**src/rtl/alzette_seq.sv**
```systemverilog
// alzette_seq: multi-cycle sequencer that drives a shared ARX unit
// (a op ror(b, n), op in {add, sub, xor}) through 3 steps per round
// to evaluate the Alzette ARX-box on one (x, y, c) triple.
//
// Optional feature macro: ALZETTE_SEQ_INV_EN
//   defined   -> in_inv port added; in_inv=1 runs the inverse box
//   undefined -> forward direction only, no subtract path
//
// state | meaning
// IDLE  | ready for a triple; in_ready=1
// RUN   | one ARX step per cycle, 3*ROUNDS steps; busy=1
// DONE  | result held on out_x/out_y until out_ready

module alzette_seq #(
    parameter int ROUNDS = 4
) (
    input  logic        g_clk,
    input  logic        g_resetn,
    input  logic        in_valid,
    output logic        in_ready,
    input  logic [31:0] in_x,
    input  logic [31:0] in_y,
    input  logic [31:0] in_c,
`ifdef ALZETTE_SEQ_INV_EN
    input  logic        in_inv,
`endif
    output logic        out_valid,
    input  logic        out_ready,
    output logic [31:0] out_x,
    output logic [31:0] out_y,
    output logic        busy
);

    localparam logic [3:0] LAST_STEP = 4'(3 * ROUNDS - 1);
    localparam logic [1:0] LAST_RND  = 2'(ROUNDS - 1);

    localparam logic [1:0] OP_XOR = 2'd0;
    localparam logic [1:0] OP_ADD = 2'd1;
    localparam logic [1:0] OP_SUB = 2'd2;

    typedef enum logic [1:0] {
        ST_IDLE = 2'd0,
        ST_RUN  = 2'd1,
        ST_DONE = 2'd2
    } state_t;

    state_t      state_q;
    state_t      state_d;

    logic [31:0] x_q;
    logic [31:0] y_q;
    logic [31:0] c_q;
    logic [31:0] out_x_q;
    logic [31:0] out_y_q;
    logic [3:0]  step_q;
    logic [1:0]  sub_q;
    logic [1:0]  round_q;
    logic        last_step;

    logic [1:0]  rnd;
    logic [31:0] op_a;
    logic [31:0] op_b;
    logic [4:0]  rot_amt;
    logic [1:0]  op_sel;
    logic        wr_x;
    logic [31:0] op_b_rot;
    logic [31:0] result;

`ifdef ALZETTE_SEQ_INV_EN
    logic        inv_q;
`endif

    function automatic logic [31:0] ror32(input logic [31:0] v, input logic [4:0] n);
        // n=0 makes the left shift 32 wide, which yields 0 -> identity
        return (v >> n) | (v << (6'd32 - {1'b0, n}));
    endfunction

    function automatic logic [4:0] rot_a(input logic [1:0] r);
        case (r)
            2'd0:    return 5'd31;
            2'd1:    return 5'd17;
            2'd2:    return 5'd0;
            default: return 5'd24;
        endcase
    endfunction

    function automatic logic [4:0] rot_b(input logic [1:0] r);
        case (r)
            2'd0:    return 5'd24;
            2'd1:    return 5'd17;
            2'd2:    return 5'd31;
            default: return 5'd16;
        endcase
    endfunction

    assign last_step = (step_q == LAST_STEP);

    // State register
    always_ff @(posedge g_clk or negedge g_resetn) begin
        if (!g_resetn) begin
            state_q <= ST_IDLE;
        end else begin
            state_q <= state_d;
        end
    end

    // Next-state and handshake outputs
    always_comb begin
        state_d   = state_q;
        in_ready  = 1'b0;
        out_valid = 1'b0;
        busy      = 1'b0;
        case (state_q)
            ST_IDLE: begin
                in_ready = 1'b1;
                if (in_valid) begin
                    state_d = ST_RUN;
                end
            end
            ST_RUN: begin
                busy = 1'b1;
                if (last_step) begin
                    state_d = ST_DONE;
                end
            end
            ST_DONE: begin
                out_valid = 1'b1;
                if (out_ready) begin
                    state_d = ST_IDLE;
                end
            end
            default: begin
                state_d = ST_IDLE;
            end
        endcase
    end

    // Operand, rotation and op selection for the current step
    always_comb begin
        rnd     = round_q;
        op_a    = x_q;
        op_b    = y_q;
        rot_amt = 5'd0;
        op_sel  = OP_XOR;
        wr_x    = 1'b1;
`ifdef ALZETTE_SEQ_INV_EN
        if (inv_q) begin
            // inverse walks the rounds from last to first
            rnd = LAST_RND - round_q;
            case (sub_q)
                2'd0: begin
                    op_a    = x_q;
                    op_b    = c_q;
                    rot_amt = 5'd0;
                    op_sel  = OP_XOR;
                    wr_x    = 1'b1;
                end
                2'd1: begin
                    op_a    = y_q;
                    op_b    = x_q;
                    rot_amt = rot_b(rnd);
                    op_sel  = OP_XOR;
                    wr_x    = 1'b0;
                end
                default: begin
                    op_a    = x_q;
                    op_b    = y_q;
                    rot_amt = rot_a(rnd);
                    op_sel  = OP_SUB;
                    wr_x    = 1'b1;
                end
            endcase
        end else begin
`endif
            case (sub_q)
                2'd0: begin
                    op_a    = x_q;
                    op_b    = y_q;
                    rot_amt = rot_a(rnd);
                    op_sel  = OP_ADD;
                    wr_x    = 1'b1;
                end
                2'd1: begin
                    op_a    = y_q;
                    op_b    = x_q;
                    rot_amt = rot_b(rnd);
                    op_sel  = OP_XOR;
                    wr_x    = 1'b0;
                end
                default: begin
                    op_a    = x_q;
                    op_b    = c_q;
                    rot_amt = 5'd0;
                    op_sel  = OP_XOR;
                    wr_x    = 1'b1;
                end
            endcase
`ifdef ALZETTE_SEQ_INV_EN
        end
`endif
    end

    // Shared rotate + add/sub/xor unit
    always_comb begin
        op_b_rot = ror32(op_b, rot_amt);
        case (op_sel)
            OP_ADD:  result = op_a + op_b_rot;
`ifdef ALZETTE_SEQ_INV_EN
            OP_SUB:  result = op_a - op_b_rot;
`endif
            default: result = op_a ^ op_b_rot;
        endcase
    end

    // Working registers, step counters and the held result
    always_ff @(posedge g_clk or negedge g_resetn) begin
        if (!g_resetn) begin
            x_q     <= 32'd0;
            y_q     <= 32'd0;
            c_q     <= 32'd0;
            step_q  <= 4'd0;
            sub_q   <= 2'd0;
            round_q <= 2'd0;
            out_x_q <= 32'd0;
            out_y_q <= 32'd0;
`ifdef ALZETTE_SEQ_INV_EN
            inv_q   <= 1'b0;
`endif
        end else begin
            case (state_q)
                ST_IDLE: begin
                    if (in_valid) begin
                        x_q     <= in_x;
                        y_q     <= in_y;
                        c_q     <= in_c;
                        step_q  <= 4'd0;
                        sub_q   <= 2'd0;
                        round_q <= 2'd0;
`ifdef ALZETTE_SEQ_INV_EN
                        inv_q   <= in_inv;
`endif
                    end
                end
                ST_RUN: begin
                    if (wr_x) begin
                        x_q <= result;
                    end else begin
                        y_q <= result;
                    end
                    if (last_step) begin
                        // result registers only move on entry to DONE
                        out_x_q <= wr_x ? result : x_q;
                        out_y_q <= wr_x ? y_q : result;
                    end else begin
                        step_q <= step_q + 4'd1;
                        if (sub_q == 2'd2) begin
                            sub_q   <= 2'd0;
                            round_q <= round_q + 2'd1;
                        end else begin
                            sub_q <= sub_q + 2'd1;
                        end
                    end
                end
                default: begin
                end
            endcase
        end
    end

    assign out_x = out_x_q;
    assign out_y = out_y_q;

endmodule
```
**config.mk**
```make
export PLATFORM = sky130hd
export DESIGN_NAME = alzette_seq
export DESIGN_NICKNAME = d
export VERILOG_FILES = /design/src/rtl/alzette_seq.sv
export SDC_FILE = /design/constraint.sdc
export NUM_CORES = 1
export LEC_CHECK = 0
export ABC_CLOCK_PERIOD_IN_PS = 6300
export BUFFER_PORTS_ARGS = -buffer_cell sky130_fd_sc_hd__buf_2
export CORE_MARGIN = 2
export CORE_UTILIZATION = 39
export DETAILED_ROUTE_END_ITERATION = 8
export PLACE_DENSITY_LB_ADDON = 0.25
export SLEW_MARGIN = 20
export SYNTH_ARGS = -nofsm -noshare
export SYNTH_HDL_FRONTEND = slang
export SYNTH_SLANG_ARGS = --single-unit
export TNS_END_PERCENT = 50
```
**constraint.sdc**
```tcl
create_clock -name g_clk -period 6.3 [get_ports g_clk]
set_input_delay 0.945 -clock g_clk [delete_from_list [all_inputs] [get_ports g_clk]]
set_output_delay 0.945 -clock g_clk [all_outputs]
set_load 0.01 [all_outputs]
```
# == Word level (Yosys, flattened, before mapping) ==
# Cells that the tools add are included.
# word_totals
wordCells,71
latchBits,0
out_inout_bits,67
mem_bits_ro,0
register_bits,170
in_bits,100
memories,0
ramBits,0
# op_classes
n_lt_le_gt_ge,0
bitwise,2
add_sub_neg,5
eq_ne,13
n_reduce_logical,10
n_mul,0
n_mux,30
shifts,2
div,0
# op_table
op,n
2-to-1 mux 32 bit,6
one-hot mux 32 bit (2 select lines),3
adder 32 bit,1
bitwise OR 32 bit,1
<< shifter 32 x 6 -> 32 bit,1
right shift 32 x 5 -> 32 bit,1
XOR 32 bit,1
2-to-1 mux 2 bit,8
one-hot mux 5 bit (3 select lines),1
one-hot mux 4 bit (3 select lines),1
"!= test 2 bit, second input constant",5
one-hot mux 5 bit (2 select lines),1
"equality test 2 x 1 -> 1 bit, second input constant",4
2-to-1 mux 4 bit,2
one-hot mux 2 bit (2 select lines),2
one-hot mux 4 bit (2 select lines),1
"equality test 2 bit, second input constant",3
zero test 2 bit,3
one-hot mux 2 bit (3 select lines),1
AND reduction 2 bit,3
AND reduction 3 bit,2
"subtractor 6 x 5 -> 6 bit, first input constant",1
"adder 2 x 1 -> 2 bit, second input constant",2
"adder 4 x 1 -> 4 bit, second input constant",1
4 further kinds,7

# == Depth between registers and ports, before layout ==
# depth
depth_word,10
mapped_depth,30
mapped_depth_nobuf,27

# == Worst setup path before layout ==
# No wires, ideal clock.
# synth_path
path_type,reg-to-reg
from,"register round_q[0], in the netlist rnd[0]"
to,register x_q[24]
path_buffers,5
setup_ps,129
required_ps,6171
arrival_ps,5780
period_less_slack_ps,5909
path_stages_with_launch,28
path_slack_ps,391
path_cell_list,dfrtp_1 inv_1 ha_1 mux2i_2 nor2_1 clkinv_1 clkbuf_1 ha_1 clkbuf_1 buf_1 clkbuf_1 a21oi_1 a21oi_1 nand2_1 o21ai_0 o221ai_1 ha_1 clkbuf_1 a21o_1 a21o_1 a221oi_1 nor2_1 nor2_1 nand2_1 o41ai_1 mux2_1 a22oi_1 o21ai_1
# synth_via
elab_chain_len,10
word_cells_on_any_way,15
classes_between,2 x add/sub; 2 x eq/ne; 2 x shift; 6 x mux; 2 x bitwise; 1 x reduce/logical
# synth_rtl
element,line,source
"start, declared",57,logic [1:0] round_q;
"start signal, assigned",258,round_q <= round_q + 2'd1;
"equality test 2 bit, or another cell as far along","79, 88",
one-hot mux 4 bit (3 select lines) or one-hot mux 5 bit (3 select lines) (tied branches),"88, 79",
one-hot mux 5 bit (2 select lines) *,175,case (sub_q)
subtractor 6 x 5 -> 6 bit,75,"return (v >> n) | (v << (6'd32 - {1'b0, n}));"
<< shifter 32 x 6 -> 32 bit,75,
bitwise OR 32 bit *,75,
adder 32 bit or XOR 32 bit (tied branches),"207, 211",
2-to-1 mux 32 bit *,206,case (op_sel)
2-to-1 mux 32 bit *,245,if (wr_x) begin
one-hot mux 32 bit (2 select lines) *,230,case (state_q)
"end signal, assigned",233,x_q <= in_x;
"end signal, assigned",246,x_q <= result;
"end, declared",50,logic [31:0] x_q;
# Mark *: on every way between the ends. The rest lies on a longest branch, timed or not.
# A chain may end at the register's enable or synchronous reset.

# == Worst setup path after layout ==
# layout_path
from,register sub_q[0]
to,register x_q[24]
# layout_via
elab_chain_len,9
word_cells_on_any_way,16
classes_between,2 x add/sub; 2 x eq/ne; 2 x shift; 7 x mux; 2 x bitwise; 1 x reduce/logical
# layout_rtl
element,line,source
"start, declared",56,logic [1:0] sub_q;
"start signal, assigned",260,sub_q <= sub_q + 2'd1;
equality test 2 x 1 -> 1 bit or zero test 2 bit (tied branches),175,
one-hot mux 5 bit (2 select lines),175,
subtractor 6 x 5 -> 6 bit,75,
<< shifter 32 x 6 -> 32 bit,75,
bitwise OR 32 bit,75,
adder 32 bit or XOR 32 bit (tied branches),"207, 211",
2-to-1 mux 32 bit,206,
2-to-1 mux 32 bit *,245,
one-hot mux 32 bit (2 select lines) *,230,
# Marked as above.

==> impl_metrics.json <==
{
  "hold_violations": 0,
  "synthMuxAreaShare_pct": 8.54,
  "rr_endpoint": "x_q[24]",
  "min_to": "c_q[26]",
  "ctsLongestPathBuffers": 2,
  "routed_wl_um": 53900,
  "start_util_pct": 39.6,
  "num_antenna_cells": 0,
  "yosysWarnings": 0,
  "rsz0062_at_grt": "false",
  "die_w_um": 189,
  "layout.nets": 2032,
  "period_minus_slack_ns": 5.93,
  "viasPerCell": 5.98,
  "drv_cap": 0,
  "portBuffers": 166,
  "worstSetupStartpointType": "flop",
  "drv_slew": 0,
  "cts_tree": "yes",
  "rows": 67,
  "drc": 5,
  "setup_viol": 0,
  "synth.top_cell.area_share_pct": 32.0,
  "wl_met2_um": 24500,
  "max_freq_mhz": 169,
  "grt_pass1_vias": 13400,
  "globalplace.congestion": 1.05,
  "drt-initial-drc-count": 1485,
  "async_flop_share_pct": 100,
  "core_area_um2": 33500,
  "synth_area_leader_cell": "dfrtp_1",
  "violations": "design-rule violations",
  "hp-start": "c_q[26]",
  "end_kind": "flop",
  "antenna_found_initial": 0,
  "cts_buffers": 17,
  "worstPathMaxFanout": 34,
  "clock_latency_ns": 0.47,
  "grt.overflow.total": 0,
  "post-route-period-util_pct": 94.2,
  "r2r_start": "sub_q[0]",
  "area_delta_synth_final_pct": 18.2,
  "grt.total_usage_pct": 30.3,
  "synth_compound_area_share_pct": 28.5,
  "synth.area.top_cells": "dfrtp_1, nand2_1, o21ai_0",
  "die-area_um2": 35500,
  "synth_seq_area_share_pct": 32.0,
  "ys_types": 83,
  "htreeDepth": 4,
  "synth_edf_count": 0,
  "r2r_cells": 24,
  "wl_per_cell_um": 22.9,
  "clk_pin_slew_worst_paths_ns": 0.07,
  "hold_class": "flop to flop",
  "synth-simple-area-share_pct": 20.1,
  "io_pins": 167,
  "synth_top_family_by_area": "compound AO/OA/AOI/OAI gates",
  "dieHeight_um": 189,
  "dr.pass1.iters": 9,
  "fill_cells": 3408,
  "top_layer": "met4",
  "ys_seq_elements": 170,
  "dp_hpwl_um": 41200,
  "cts_num_sinks": 170,
  "status": "complete, but fails checks",
  "cp.required_ns": 6.64,
  "wl_met3_um": 3370,
  "vias": 14100,
  "crit_arrival_ns": 6.28,
  "post_cts_buffers": 0,
  "syn_nets": 1874,
  "synth_cells": 1733,
  "clock_skew_ns": 0.0116,
  "grt_pass1_wl_um": 82100,
  "synth.avg_cell_area_um2": 7.66,
  "synthAdderAreaFrac_pct": 3.92,
  "slew_headroom_pct": 26.4,
  "tightest_slew_ns": 1.09,
  "clock-root-buffer": "clkbuf_16",
  "wl_met1_um": 23400,
  "critical_path_class": "flop to flop",
  "synth_flop_cell": "dfrtp_1",
  "drive_gt1_share_pct": 19.8,
  "r2r_slack_ns": 0.37,
  "synth_area_um2": 13300,
  "min_path_cells": 2,
  "grt_max_degree": 79,
  "synth-xor-area-share_pct": 0.905,
  "fin_setup_tns_ns": 0,
  "ant_nets": 0
}
-- cell usage after synthesis (all sizes together) (6+ instances only) --
cell,instances
nand2,397
dfrtp,170
o21ai,162
nor2,144
a21oi,110
clkbuf,92
mux2i,72
inv,54
a22oi,47
buf,47
ha,40
a31oi,38
a21o,31
a222oi,29
mux2,25
nand2b,23
o22ai,21
nor3,20
a211oi,16
and2,16
o211ai,14
o21a,14
nand3,13
o221ai,13
o31ai,13
a21boi,10
a22o,7
and3,7
nand4,7
xnor2,7
a221oi,6
nor2b,6
-- sequential cells by signal, summed over array words and instances, names as in the netlist --
register	flops
rnd	2
state_q	2
y_q	32
sub_q	2
step_q	4
x_q	32
c_q	32
out_x	32
out_y	32
-- final cells by class --
type                       instances  area (µm²)  share of cell area, %
multi-input combinational       1369        8260                   52.6
sequential                       170        4260                   27.2
timing repair buffer             278        1730                   11.0
tap                              448         561                   3.57
clock buffer                      18         439                   2.80
clock inverter                    14         229                   1.46
inverter                          55         211                   1.35
-- layer usage --
| metal | GRT usage [%] | vias up |
|---|---|---|
| met4 | 14.8 | 0 |
| met2 | 47.5 | 620 |
| met5 | 0 | - |
| li1 | - | 6515 |
| met3 | 3.99 | 94 |
| met1 | 41.2 | 6833 |
-- worst max-delay path by stage --
stage | start | to | slack, ns | cells past startpoint
final | sub_q[0] | x_q[24] | 0.37 | 24
after detailed placement | sub_q[0] | out_x[30] | 0.42 | 21
after CTS | sub_q[0] | out_x[30] | 0.40 | 21
after floorplan | rnd[0] | x_q[24] | 0.39 | 27
after global placement | sub_q[0] | x_q[24] | 0.42 | 21
after global routing | rnd[0] | out_x[30] | 0.02 | 26
-- repair_timing --
action	CTS	global route
setup endpoints to repair	0	6
gates resized for setup	0	3
hold buffers	0	0
-- worst max-delay path, stage by stage, from the launching register on --
cell and delay [ns]:
dfrtp_4 0.59, buf_12 0.27, buf_4 0.30, nand2b_1 0.15, a21oi_1 0.20, a22oi_1 0.25
o21ai_0 0.18, mux2i_1 0.42, nor2_1 0.07, a21oi_1 0.36, o221ai_1 0.22, ha_1 0.23
inv_1 0.07, fa_1 0.23, nor2b_1 0.08, o21a_1 0.17, o21ai_0 0.15, a21boi_1 0.13
o21ai_0 0.44, nand2_1 0.14, o41ai_1 0.41, buf_4 0.20, mux2_1 0.32, a22oi_1 0.14
o21ai_1 0.09
-- cells by family after synthesis --
group	after synthesis
and+or+nand+nor	645
buffers and inverters	194
adders and majority gates	41
AOI/OAI and AO/OA	573
muxes	98
DFF	170
xor gates and xnor gates	12
-- layout by cell type, fill, tap and decap left out, types with 14 or more instances in the layout --
master and count:
a21o_1 31, a211oi_1 14, mux2_2 16, o21ai_1 27, o21ai_0 131, nand2_1 395
inv_1 50, buf_4 108, a22oi_1 47, a31oi_1 38, a21oi_1 108, nand2b_1 23
o21a_1 14, dfrtp_1 168, clkbuf_16 17, buf_2 165, a222oi_1 29, o22ai_1 21
nor2_1 141, mux2i_1 63, o211ai_1 14, ha_1 40, nor3_1 19
-- per-stage QoR --
stage          setup WS [ns]  hold slack, ns  cell area [µm²]  utilization, %  cells
2_1_floorplan          0.391           0.437            13300               -   1733
3_5_place_dp           0.422           0.455            15000            44.8   2320
3_3_place_gp           0.418           0.454            15000            44.8   2320
5_1_grt               0.0239           0.503            15700            46.8   2352
6_report               0.366           0.471            15700            46.8   2352
4_1_cts                0.397           0.474            15700            46.8   2352
Power is not shown: default switching activity piles up to over one toggle a cycle in this logic, so the estimate is an artifact.
